<file path="config.mk">
export PLATFORM = sky130hd
export DESIGN_NAME = load_align_unit
export DESIGN_NICKNAME = d
export VERILOG_FILES = /design/src/rtl/load_align_unit.sv
export SDC_FILE = /design/constraint.sdc
export NUM_CORES = 1
export LEC_CHECK = 0
export BUFFER_PORTS_ARGS = -buffer_cell sky130_fd_sc_hd__buf_4
export CELL_PAD_IN_SITES_DETAIL_PLACEMENT = 0
export CELL_PAD_IN_SITES_GLOBAL_PLACEMENT = 1
export CORE_ASPECT_RATIO = 1.25
export CORE_MARGIN = 2
export CORE_UTILIZATION = 37
export DETAILED_ROUTE_END_ITERATION = 6
export PLACE_DENSITY = 0.8
export SYNTH_ARGS = -nofsm -noshare
export SYNTH_HDL_FRONTEND = slang
export SYNTH_SLANG_ARGS = --single-unit
</file>
<file path="constraint.sdc">
create_clock -name clk -period 6.5 [get_ports clk]
set_input_delay 0.325 -clock clk [delete_from_list [all_inputs] [get_ports clk]]
set_output_delay 0.325 -clock clk [all_outputs]
set_load 0.03 [all_outputs]
</file>
<file path="src/rtl/load_align_unit.sv">
// load_align_unit: MEM-stage load path with alignment check, memory handshake, extraction, timeout; LOAD_ALIGN_LWLR_EN enables LWL/LWR merge (DATA_W=32 only)
module load_align_unit #(
  parameter int DATA_W  = 32,
  parameter int ADDR_W  = 32,
  parameter int TIMEOUT = 255
) (
  input  logic              clk,
  input  logic              reset,
  input  logic              req_valid,
  output logic              req_ready,
  input  logic [ADDR_W-1:0] req_addr,
  input  logic [3:0]        req_loadsel,
  input  logic [DATA_W-1:0] req_rt,
  output logic              mem_req_valid,
  input  logic              mem_req_ready,
  output logic [ADDR_W-1:0] mem_addr,
  input  logic              mem_rsp_valid,
  input  logic [DATA_W-1:0] mem_rdata,
  output logic              out_valid,
  input  logic              out_ready,
  output logic [DATA_W-1:0] out_data,
  output logic [1:0]        out_exc
);
  localparam int LW = $clog2(DATA_W / 8);
  localparam int CW = TIMEOUT > 0 ? $clog2(TIMEOUT + 1) : 1;
  localparam logic [CW-1:0] TLIM = CW'(TIMEOUT > 0 ? TIMEOUT - 1 : 0);
  typedef enum logic [1:0] {IDLE, ISSUE, WAIT_RSP, HOLD} state_t;
  state_t state, next;
  logic [ADDR_W-1:0] addr_q;
  logic [3:0] sel_q;
  logic [DATA_W-1:0] rt_q, sh, ext;
  logic [CW-1:0] cnt;
  logic mis, timed_out;
  logic [1:0] k;
  logic [31:0] lwl, lwr;
  // 64-bit-only codes (5/6) are reserved on a 32-bit datapath and so never fault
  assign mis = ((req_loadsel == 4'd1 || req_loadsel == 4'd2) && req_addr[0]) ||
               ((req_loadsel == 4'd0 || (DATA_W == 64 && req_loadsel == 4'd5)) && |req_addr[1:0]) ||
               (DATA_W == 64 && req_loadsel == 4'd6 && |req_addr[2:0]);
  assign timed_out = TIMEOUT != 0 && cnt == TLIM;
  assign k = addr_q[1:0];
  assign sh = mem_rdata >> {addr_q[LW-1:0], 3'b000};
  assign req_ready = state == IDLE;
  assign mem_req_valid = state == ISSUE;
  assign out_valid = state == HOLD;
  assign mem_addr = {addr_q[ADDR_W-1:LW], LW'(0)};
`ifdef LOAD_ALIGN_LWLR_EN
  assign lwl = (mem_rdata[31:0] << {~k, 3'b000}) | (rt_q[31:0] & (32'hFFFF_FFFF >> {({1'b0, k} + 3'd1), 3'b000}));
  assign lwr = (mem_rdata[31:0] >> {k, 3'b000}) | (rt_q[31:0] & ~(32'hFFFF_FFFF >> {k, 3'b000}));
`else
  logic unused_lwlr;
  assign lwl = '0;
  assign lwr = '0;
  assign unused_lwlr = ^{rt_q, k, lwl, lwr};
`endif
  // extract the addressed field and extend it per load code
  always_comb begin
    ext = '0;
    case (sel_q)
      4'd0: ext = DATA_W'($signed(sh[31:0]));
      4'd1: ext = DATA_W'($signed(sh[15:0]));
      4'd2: ext = DATA_W'(sh[15:0]);
      4'd3: ext = DATA_W'($signed(sh[7:0]));
      4'd4: ext = DATA_W'(sh[7:0]);
      4'd5: ext = DATA_W == 64 ? DATA_W'(sh[31:0]) : '0;
      4'd6: ext = DATA_W == 64 ? mem_rdata : '0;
`ifdef LOAD_ALIGN_LWLR_EN
      4'd7: ext = DATA_W'(lwl);
      4'd8: ext = DATA_W'(lwr);
`endif
      default: ext = '0;
    endcase
  end
  // next-state logic
  always_comb begin
    next = state;
    case (state)
      IDLE:     next = req_valid ? (mis ? HOLD : ISSUE) : IDLE;
      ISSUE:    next = mem_req_ready ? WAIT_RSP : ISSUE;
      WAIT_RSP: next = (mem_rsp_valid || timed_out) ? HOLD : WAIT_RSP;
      default:  next = out_ready ? IDLE : HOLD;
    endcase
  end
  // state register
  always_ff @(posedge clk or posedge reset)
    if (reset) state <= IDLE;
    else state <= next;
  // request latch, response timer and registered result
  always_ff @(posedge clk or posedge reset) begin
    if (reset) begin
      addr_q <= '0;
      sel_q <= '0;
      rt_q <= '0;
      cnt <= '0;
      out_data <= '0;
      out_exc <= 2'b00;
    end else begin
      cnt <= state != WAIT_RSP ? '0 : (cnt == '1 ? cnt : cnt + 1'b1);
      if (state == IDLE && req_valid) begin
        addr_q <= req_addr;
        sel_q <= req_loadsel;
        rt_q <= req_rt;
        out_data <= '0;
        out_exc <= mis ? 2'b01 : 2'b00;
      end
      if (state == WAIT_RSP && mem_rsp_valid) begin
        out_data <= ext;
        out_exc <= 2'b00;
      end else if (state == WAIT_RSP && timed_out) begin
        out_data <= '0;
        out_exc <= 2'b10;
      end
    end
  end
endmodule

</file>
==> summary.txt, run 1 <==
Logic synthesis
  • Yosys warns: 0
  • Ys async rst share: 100.0%
  • Synth Cell Area: approximately 4000 sq um
  • #FFs+latches synth: 80
  • Avg Inst Size Synth: a little under 10 sq um
  • EDFF count, synth: 0
  • Sequential element share of the synthesized area: between 40% and 50%
  • Post-synth cell types: 48
  • Post-Syn Instances: slightly above 400
  • Top_reg_cell synth: dfrtp_1

Floorplanning
  • DIE AREA: ~12000 sq um
  • Die H: approximately 120 um
  • Core area: approximately 11000 sq um
  • FP Rows: 42
  • Top Ports: roughly 180
  • Die W: slightly below 100 um
  • Starting density of the core: 38.04%

Setup path
  • Critical path arrival: between 2 and 3 ns
  • Crit Path Class: flop to flop
  • CP bufs+invs: 0
  • Crit-path cells: mux2_4 -> mux2i_2 -> a2111oi_4 -> a221o_1
  • Crit. End Element: flop
  • Critical path's slowest cell: dfrtp_1
  • Startpoint types: flop
  • CP Max Fanout: 28
  • Highest cell delay on the worst timing path: around 1.1 ns
  • Largest delay share family, worst path: compound AO/OA/AOI/OAI gates
  • Crit path required time: 6.77 ns

GRT
  • Initial antenna violation count: 0
  • Tot GR Track Use: around 18%
  • Vias in the first global route: about 3200
  • Grt total ovfl: 0
  • First-pass GRT wire length: between 15 and 20 mm
  • Pin count of the biggest net entering global routing: just over 80

Power
  • Switching share of power: 42.08%
  • Logic gate share of total power: 45.8%
  • P_sw: 0.001107 W
  • Pint: 0.001523 W
  • Leakage dissipation: 2.656 nW
  • Max VDD drop: between 200 and 250 uV
  • Power per standard cell area: around 500 nW/um^2
  • Clk pwr share: between 20% and 30%
  • Sequential Power Share: approximately 34%

Clock tree
  • Worst-path clk slew: around 0.060 ns
  • Root Buffer: clkbuf_16
  • Post-CTS Hold Fix Bufs: 0
  • Post-cts repair resize count: 0
  • Sink Count: 80
  • Skew-Pair Late Insertion Delay: between 0.3 and 0.4 ns
  • Post-CTS Setup Repair Bufs: 0
  • CTS buffer count: 9
  • CTS tree: yes
  • Clock Tree Buf Depth: 2
  • CTS H-tree depth: 3

Finish
  • Layout Nets: about 600
  • Ant diodes: 0
  • Fill count: 997
  • Layout cells sized above 1: about 34%
  • Most frequent cells in the layout: buf_4, nand2_1, dfrtp_1
  • Post-route cell area: 5220 sq um
  • Most common cell after layout, fill and taps aside: buf_4
  • Area grow syn2layout: 29.93%

Placed design
  • Final HPWL DP: between 7 and 8 mm
  • GP Congestion: ~0.81
  • Area after DPL: roughly 5000 sq um
  • Buffers on Ports: 140

Route
  • Vias per inst: between 5 and 6
  • # DRC: 0
  • DRT Pass-1 Iters: 5
  • Routed wire per std cell: ~16 um
  • Final ANT Viol Nets: 0
  • Via count: 3279
  • DRT Wirelength: slightly above 10 mm
  • 1st-iter DRT viols: roughly 120

Timing
  • Peak Freq: approximately 0.37 GHz
  • Clock Skews: approximately 0.0040 ns
  • Rel. slew slack: between 20% and 30%
  • Fin crit share: slightly above 40%
  • Sum Neg Setup Slack: 0 ns
  • Worst-margin pin slew: 1.091 ns
  • Tmin final: about 2.7 ns
  • RSZ-0062 raised after global routing: false
  • Final Hold Viols: 0
  • Final setup vio count: 0
  • Slew Viols, Final: 0

Status
  • Status: finished, final reports clean

Worst hold path
  • Tightest Hold Check Type: input pin to flop

Job
  • Max Cap Viol: 0
metrics by stage:
stage	setup WS (ns)	hold slack [ns]	total power, W	util, %	cells
floorplan	4.123	0.4117	0.001785	-	410
global route	3.605	0.1780	0.002792	49.42	646
detailed placement	3.815	0.4640	0.002109	46.36	630
finish	3.831	0.1758	0.002630	49.42	646
CTS	3.808	0.1638	0.002664	49.42	646
global placement	3.848	0.4612	0.002085	46.36	630
flip-flops by register name (all words and copies together) (netlist names):
register	cells
out_data	32
sel_q	4
out_exc	2
addr_q	32
state	2
cnt	8
cell families (layout without fill, tap and decap cells):
logic type | Yosys count | after routing | share of synthesized area [%]
other cells | 1 | 2 | 0.09334
fa+ha+maj | 2 | 2 | 0.6228
xor+xnor | 2 | 2 | 0.4361
simple gates | 159 | 159 | 17.16
mux | 26 | 26 | 6.976
buf+inv | 64 | 168 | 9.997
compound gates | 75 | 75 | 14.89
flops | 80 | 80 | 49.83
synthesized netlist by cell type, types with 2 or more instances:
master,count,area (sq um)
mux2i_1,15,150.1
buf_6,3,33.78
xnor2_1,2,17.52
nor3b_1,2,15.01
inv_1,8,30.03
a211oi_1,2,15.01
a221o_1,24,240.2
and2_1,2,12.51
nand2_1,123,461.7
nand4_1,2,12.51
mux2_2,8,90.09
nand3_1,2,10.01
ha_1,2,25.02
o21ai_0,20,100.1
buf_4,33,247.7
a31oi_1,5,31.28
and3_1,2,12.51
a22o_1,7,61.31
nor2_1,11,41.29
buf_2,11,55.05
nor3_1,2,10.01
clkbuf_1,7,26.28
dfrtp_1,80,2002
a21oi_1,8,40.04
nor2b_1,3,18.77
nand2b_1,3,18.77
power groups by stage:
| stage | Clock (W) | Sequential (W) | Combinational (W) |
|---|---|---|---|
| 5_1_grt | 0.000578 | 0.000915 | 0.00130 |
| 4_1_cts | 0.000559 | 0.000882 | 0.00122 |
| 3_5_place_dp | 0 | 0.000889 | 0.00122 |
| 6_report | 0.000545 | 0.000880 | 0.00120 |
| 2_1_floorplan | 0 | 0.000948 | 0.000836 |
| 3_3_place_gp | 0 | 0.000879 | 0.00121 |
layout make-up:
| class | count | area (sq um) | share of cell area [%] |
|---|---|---|---|
| Tap cell | 132 | 165.2 | 3.164 |
| Clock buffer | 11 | 242.7 | 4.650 |
| Multi-Input combinational cell | 266 | 1618 | 30.99 |
| Inverter | 8 | 31.28 | 0.5992 |
| Sequential cell | 80 | 2002 | 38.35 |
| Timing Repair Buffer | 144 | 1081 | 20.71 |
| Clock inverter | 5 | 80.08 | 1.534 |
worst register-to-register path: stages, from the launching register on:
cell and delay (ns):
dfrtp_1 1.06, mux2_4 0.35, mux2i_2 0.09, a2111oi_4 0.88, a221o_1 0.22
path summary, 6_finish.rpt:
check | start | endpoint | slack, ns | cells past startpoint
max in group asynchronous | reset | out_data[10] | 5.53 | 3
max reg2reg | addr_q[1] | out_data[16] | 3.83 | 4
max | addr_q[1] | out_data[16] | 3.83 | 4
min | req_addr[23] | addr_q[23] | 0.18 | 3
min reg2reg | addr_q[15] | addr_q[15] | 0.48 | 2
min in group asynchronous | reset | addr_q[24] | 0.32 | 3
layer usage:
layer  track usage [%]  part of all wire, %
met5                 0                    0
met4             7.306                  2.2
met3             3.988                  6.1
met2             29.99                   50
met1             22.05                   42
Power figures use the tool's default switching activity.
==> inputs of run 2 (changes only) <==
--- a/config.mk
+++ b/config.mk
@@ -5,14 +5,15 @@
 export SDC_FILE = /design/constraint.sdc
 export NUM_CORES = 1
 export LEC_CHECK = 0
+export ABC_AREA = 1
 export BUFFER_PORTS_ARGS = -buffer_cell sky130_fd_sc_hd__buf_4
 export CELL_PAD_IN_SITES_DETAIL_PLACEMENT = 0
 export CELL_PAD_IN_SITES_GLOBAL_PLACEMENT = 1
 export CORE_ASPECT_RATIO = 1.25
 export CORE_MARGIN = 2
-export CORE_UTILIZATION = 37
+export CORE_UTILIZATION = 34
 export DETAILED_ROUTE_END_ITERATION = 6
-export PLACE_DENSITY = 0.8
+export PLACE_DENSITY = 0.76
 export SYNTH_ARGS = -nofsm -noshare
 export SYNTH_HDL_FRONTEND = slang
 export SYNTH_SLANG_ARGS = --single-unit
==> constraint.sdc (replaced) <==
create_clock -name clk -period 2.55 [get_ports clk]
set_input_delay 0.1275 -clock clk [delete_from_list [all_inputs] [get_ports clk]]
set_output_delay 0.1275 -clock clk [all_outputs]
set_load 0.03 [all_outputs]
==> run 2 against run 1 <==
  * Via count increased by 21%
  * Combinational power grew to 2.7 times the previous value
  * Critical path depth up 2
  * Clock power grew to 2.6 times the previous value
  * Non-clock buffer count increased by 32
  * Area after synthesis grew 8.0%
  * Die area increased by 17%
  * Synthesized cell count rose by 40%
  * Critical path type unchanged
  * Highest routed layer unchanged
==> summary.txt, run 2 <==
GRT
  • Tot GR Track Use: 16.85%
  • First-pass GRT wire length: around 18 mm
  • Routing usage on met3: just over 4%
  • Pin count of the biggest net entering global routing: 48
  • Most Used Layer, Global Route: met2
  • M1 GR Usage: a little over a fifth
  • Vias in the first global route: approximately 4000
  • Grt total ovfl: 0
  • Initial antenna violation count: 0
  • Met2 Use GR: roughly 28%

Setup path
  • CP bufs+invs: 1
  • Crit. End Element: flop
  • Highest cell delay on the worst timing path: 0.46 ns
  • Critical path's slowest cell: dfrtp_1
  • Worst R2R Setup Slack: 0.70 ns
  • Startpoint types: flop
  • Crit Path Class: flop to flop
  • Critical path arrival: around 2.1 ns
  • Largest delay share family, worst path: simple AND/OR/NAND/NOR gates
  • Crit-path cells: inv_2 -> nand3_1 -> nand3_2 -> nand3_1 -> nand2_1 -> nand2_1
  • CP Max Fanout: 30
  • Crit path required time: around 2.8 ns

Floorplanning
  • Die W: 105.1 um
  • Starting density of the core: roughly a third
  • FP Rows: 46
  • Top Ports: around 180
  • Core area: 12600 sq um
  • Die H: about 130 um
  • DIE AREA: between 10000 and 15000 sq um

Route
  • DRT Pass-1 Iters: 4
  • Via count: ~4000
  • Routed wire per std cell: 12.92 um
  • DRT Wirelength: roughly 11 mm
  • Final ANT Viol Nets: 0
  • 1st-iter DRT viols: 163
  • Vias per inst: 4.517
  • # DRC: 0

Finish
  • Ant diodes: 0
  • Seq. cell area: approximately 2000 sq um
  • Most common cell after layout, fill and taps aside: nand2_1
  • Fill count: between 1000 and 1500
  • Area grow syn2layout: 35.05%
  • Layout cells sized above 1: 26.09%
  • Top flop regs: addr_q (32), out_data (32), cnt (8)
  • Layout Nets: between 800 and 900
  • Area of the multi-input gates: ~1800 sq um
  • Most frequent cells in the layout: nand2_1, buf_4, dfrtp_1
  • Post-route cell area: between 5000 and 6000 sq um

Power
  • Max VDD drop: 544.8 uV
  • Power after layout: 0.006623 W
  • Power per standard cell area: about 1100 nW/um^2
  • Leakage dissipation: around 3.3 nW

Logic synthesis
  • Ys async rst share: between 90% and 100%
  • EDFF count, synth: 0
  • Yosys top cell by area: dfrtp_1
  • Yosys warns: 0
  • Synth Area in Simple Gates: roughly a third
  • Largest family of logic cells by synthesized area: simple AND/OR/NAND/NOR gates
  • Synth Area in XOR/XNOR: 0%
  • Post-Syn Instances: around 570
  • Sequential element share of the synthesized area: between 40% and 50%
  • Post-synthesis adder-cell area fraction: less than 1%
  • Post-synthesis compound-gate area fraction: between 5 and 6%
  • #FFs+latches synth: 80
  • Post-synth cell types: 34
  • Commonest cells in the netlist: nand2_1, dfrtp_1, nand3_1
  • Avg Inst Size Synth: ~7.6 sq um
  • Largest cells by area after synthesis: dfrtp_1, nand2_1, buf_4
  • Synth Cell Area: approximately 4300 sq um
  • Synth top area share: ~46%
  • Mux cell area share after synthesis: 0%
  • Most common cell in the synthesized netlist: nand2_1
  • Top_reg_cell synth: dfrtp_1

Job
  • Max Cap Viol: 0

Clock tree
  • CTS tree: yes
  • Clock Tree Buf Depth: 2
  • CTS buffer count: 9
  • CTS H-tree depth: 3
  • Skew-Pair Late Insertion Delay: 0.33 ns
  • Sink Count: 80
  • Post-cts repair resize count: 0
  • Root Buffer: clkbuf_16
  • Worst-path clk slew: approximately 0.060 ns

Timing
  • RSZ-0062 raised after global routing: false
  • Peak Freq: between 0.5 and 0.6 GHz
  • WHS: about 0.014 ns
  • Final setup vio count: 0
  • Tmin final: 1.847 ns
  • Rel. slew slack: around 43%
  • Slew Viols, Final: 0
  • Setup WS post-layout: between 0.7 and 0.8 ns
  • Sum Neg Setup Slack: 0 ns
  • Worst-margin pin slew: 0.8594 ns
  • Final Hold Viols: 0
  • Fin crit share: slightly above 70%
  • Clock Skews: between 0.009 and 0.01 ns

Placed design
  • GP Congestion: approximately 0.84
  • Buffers on Ports: 140
  • Final HPWL DP: between 8 and 9 mm
  • Area after DPL: ~5200 sq um
  • Pre-CTS setup slack: roughly 0.73 ns

Status
  • Status: finished, final reports clean

Worst hold path
  • Tightest Hold Check Type: input pin to flop
[run 2: timing repair]
| action | in CTS | in global routing |
|---|---|---|
| hold buffers | 31 | 0 |
| setup buffers | 0 | 0 |
| hold endpoints to repair | 76 | 0 |
[run 2: path summary, 6_finish.rpt]
path / to / depth (start not counted) / start
worst min register to register: addr_q[6] / 2 / addr_q[6]
min in group asynchronous: addr_q[8] / 3 / reset
worst max register to register: out_data[19] / 6 / addr_q[1]
worst max-delay path: out_data[19] / 6 / addr_q[1]
worst min-delay path: sel_q[1] / 3 / req_loadsel[1]
max in group asynchronous: sel_q[3] / 4 / reset
[run 2: where the power goes]
| part | internal (W) | switching (W) |
|---|---|---|
| logic | 0.00109 | 0.00209 |
| registers | 0.00172 | 0.000318 |
| clock network | 0.000887 | 0.000522 |
[run 2: cells by family after synthesis]
kind of cell               count (synthesis)
AOI/OAI and AO/OA                         42
other                                      1
buffers and inverters                     92
DFF                                       80
adders and majority gates                  2
and+or+nand+nor                          356
[run 2: metrics by stage]
step,utilization [%],std cells
floorplan,-,574
global placement,41.41,830
detailed placement,41.41,830
CTS,46.51,877
global route,46.51,877
finish,46.51,877
[run 2: per-layer routing]
metal  wire length [um]  vias to the layer above
met4                193                        0
met3                717                       11
met1               5016                     1823
met5                  0                        -
met2               5406                      113
li1                   -                     2014
[run 2: worst reg2reg max path, delay by kind of cell (launching register included)]
kind / cells / cell delay (ns)
simple gates: 5 / 0.91
buf+inv: 1 / 0.38
flops: 1 / 0.46
[run 2: cell type report]
type | count | share of cell area (%)
timing repair buffer | 176 | 24.08
clock buffer | 10 | 4.077
sequential | 80 | 34.15
multi-input combinational | 402 | 30.20
tap | 168 | 3.586
inverter | 35 | 2.327
clock inverter | 6 | 1.580
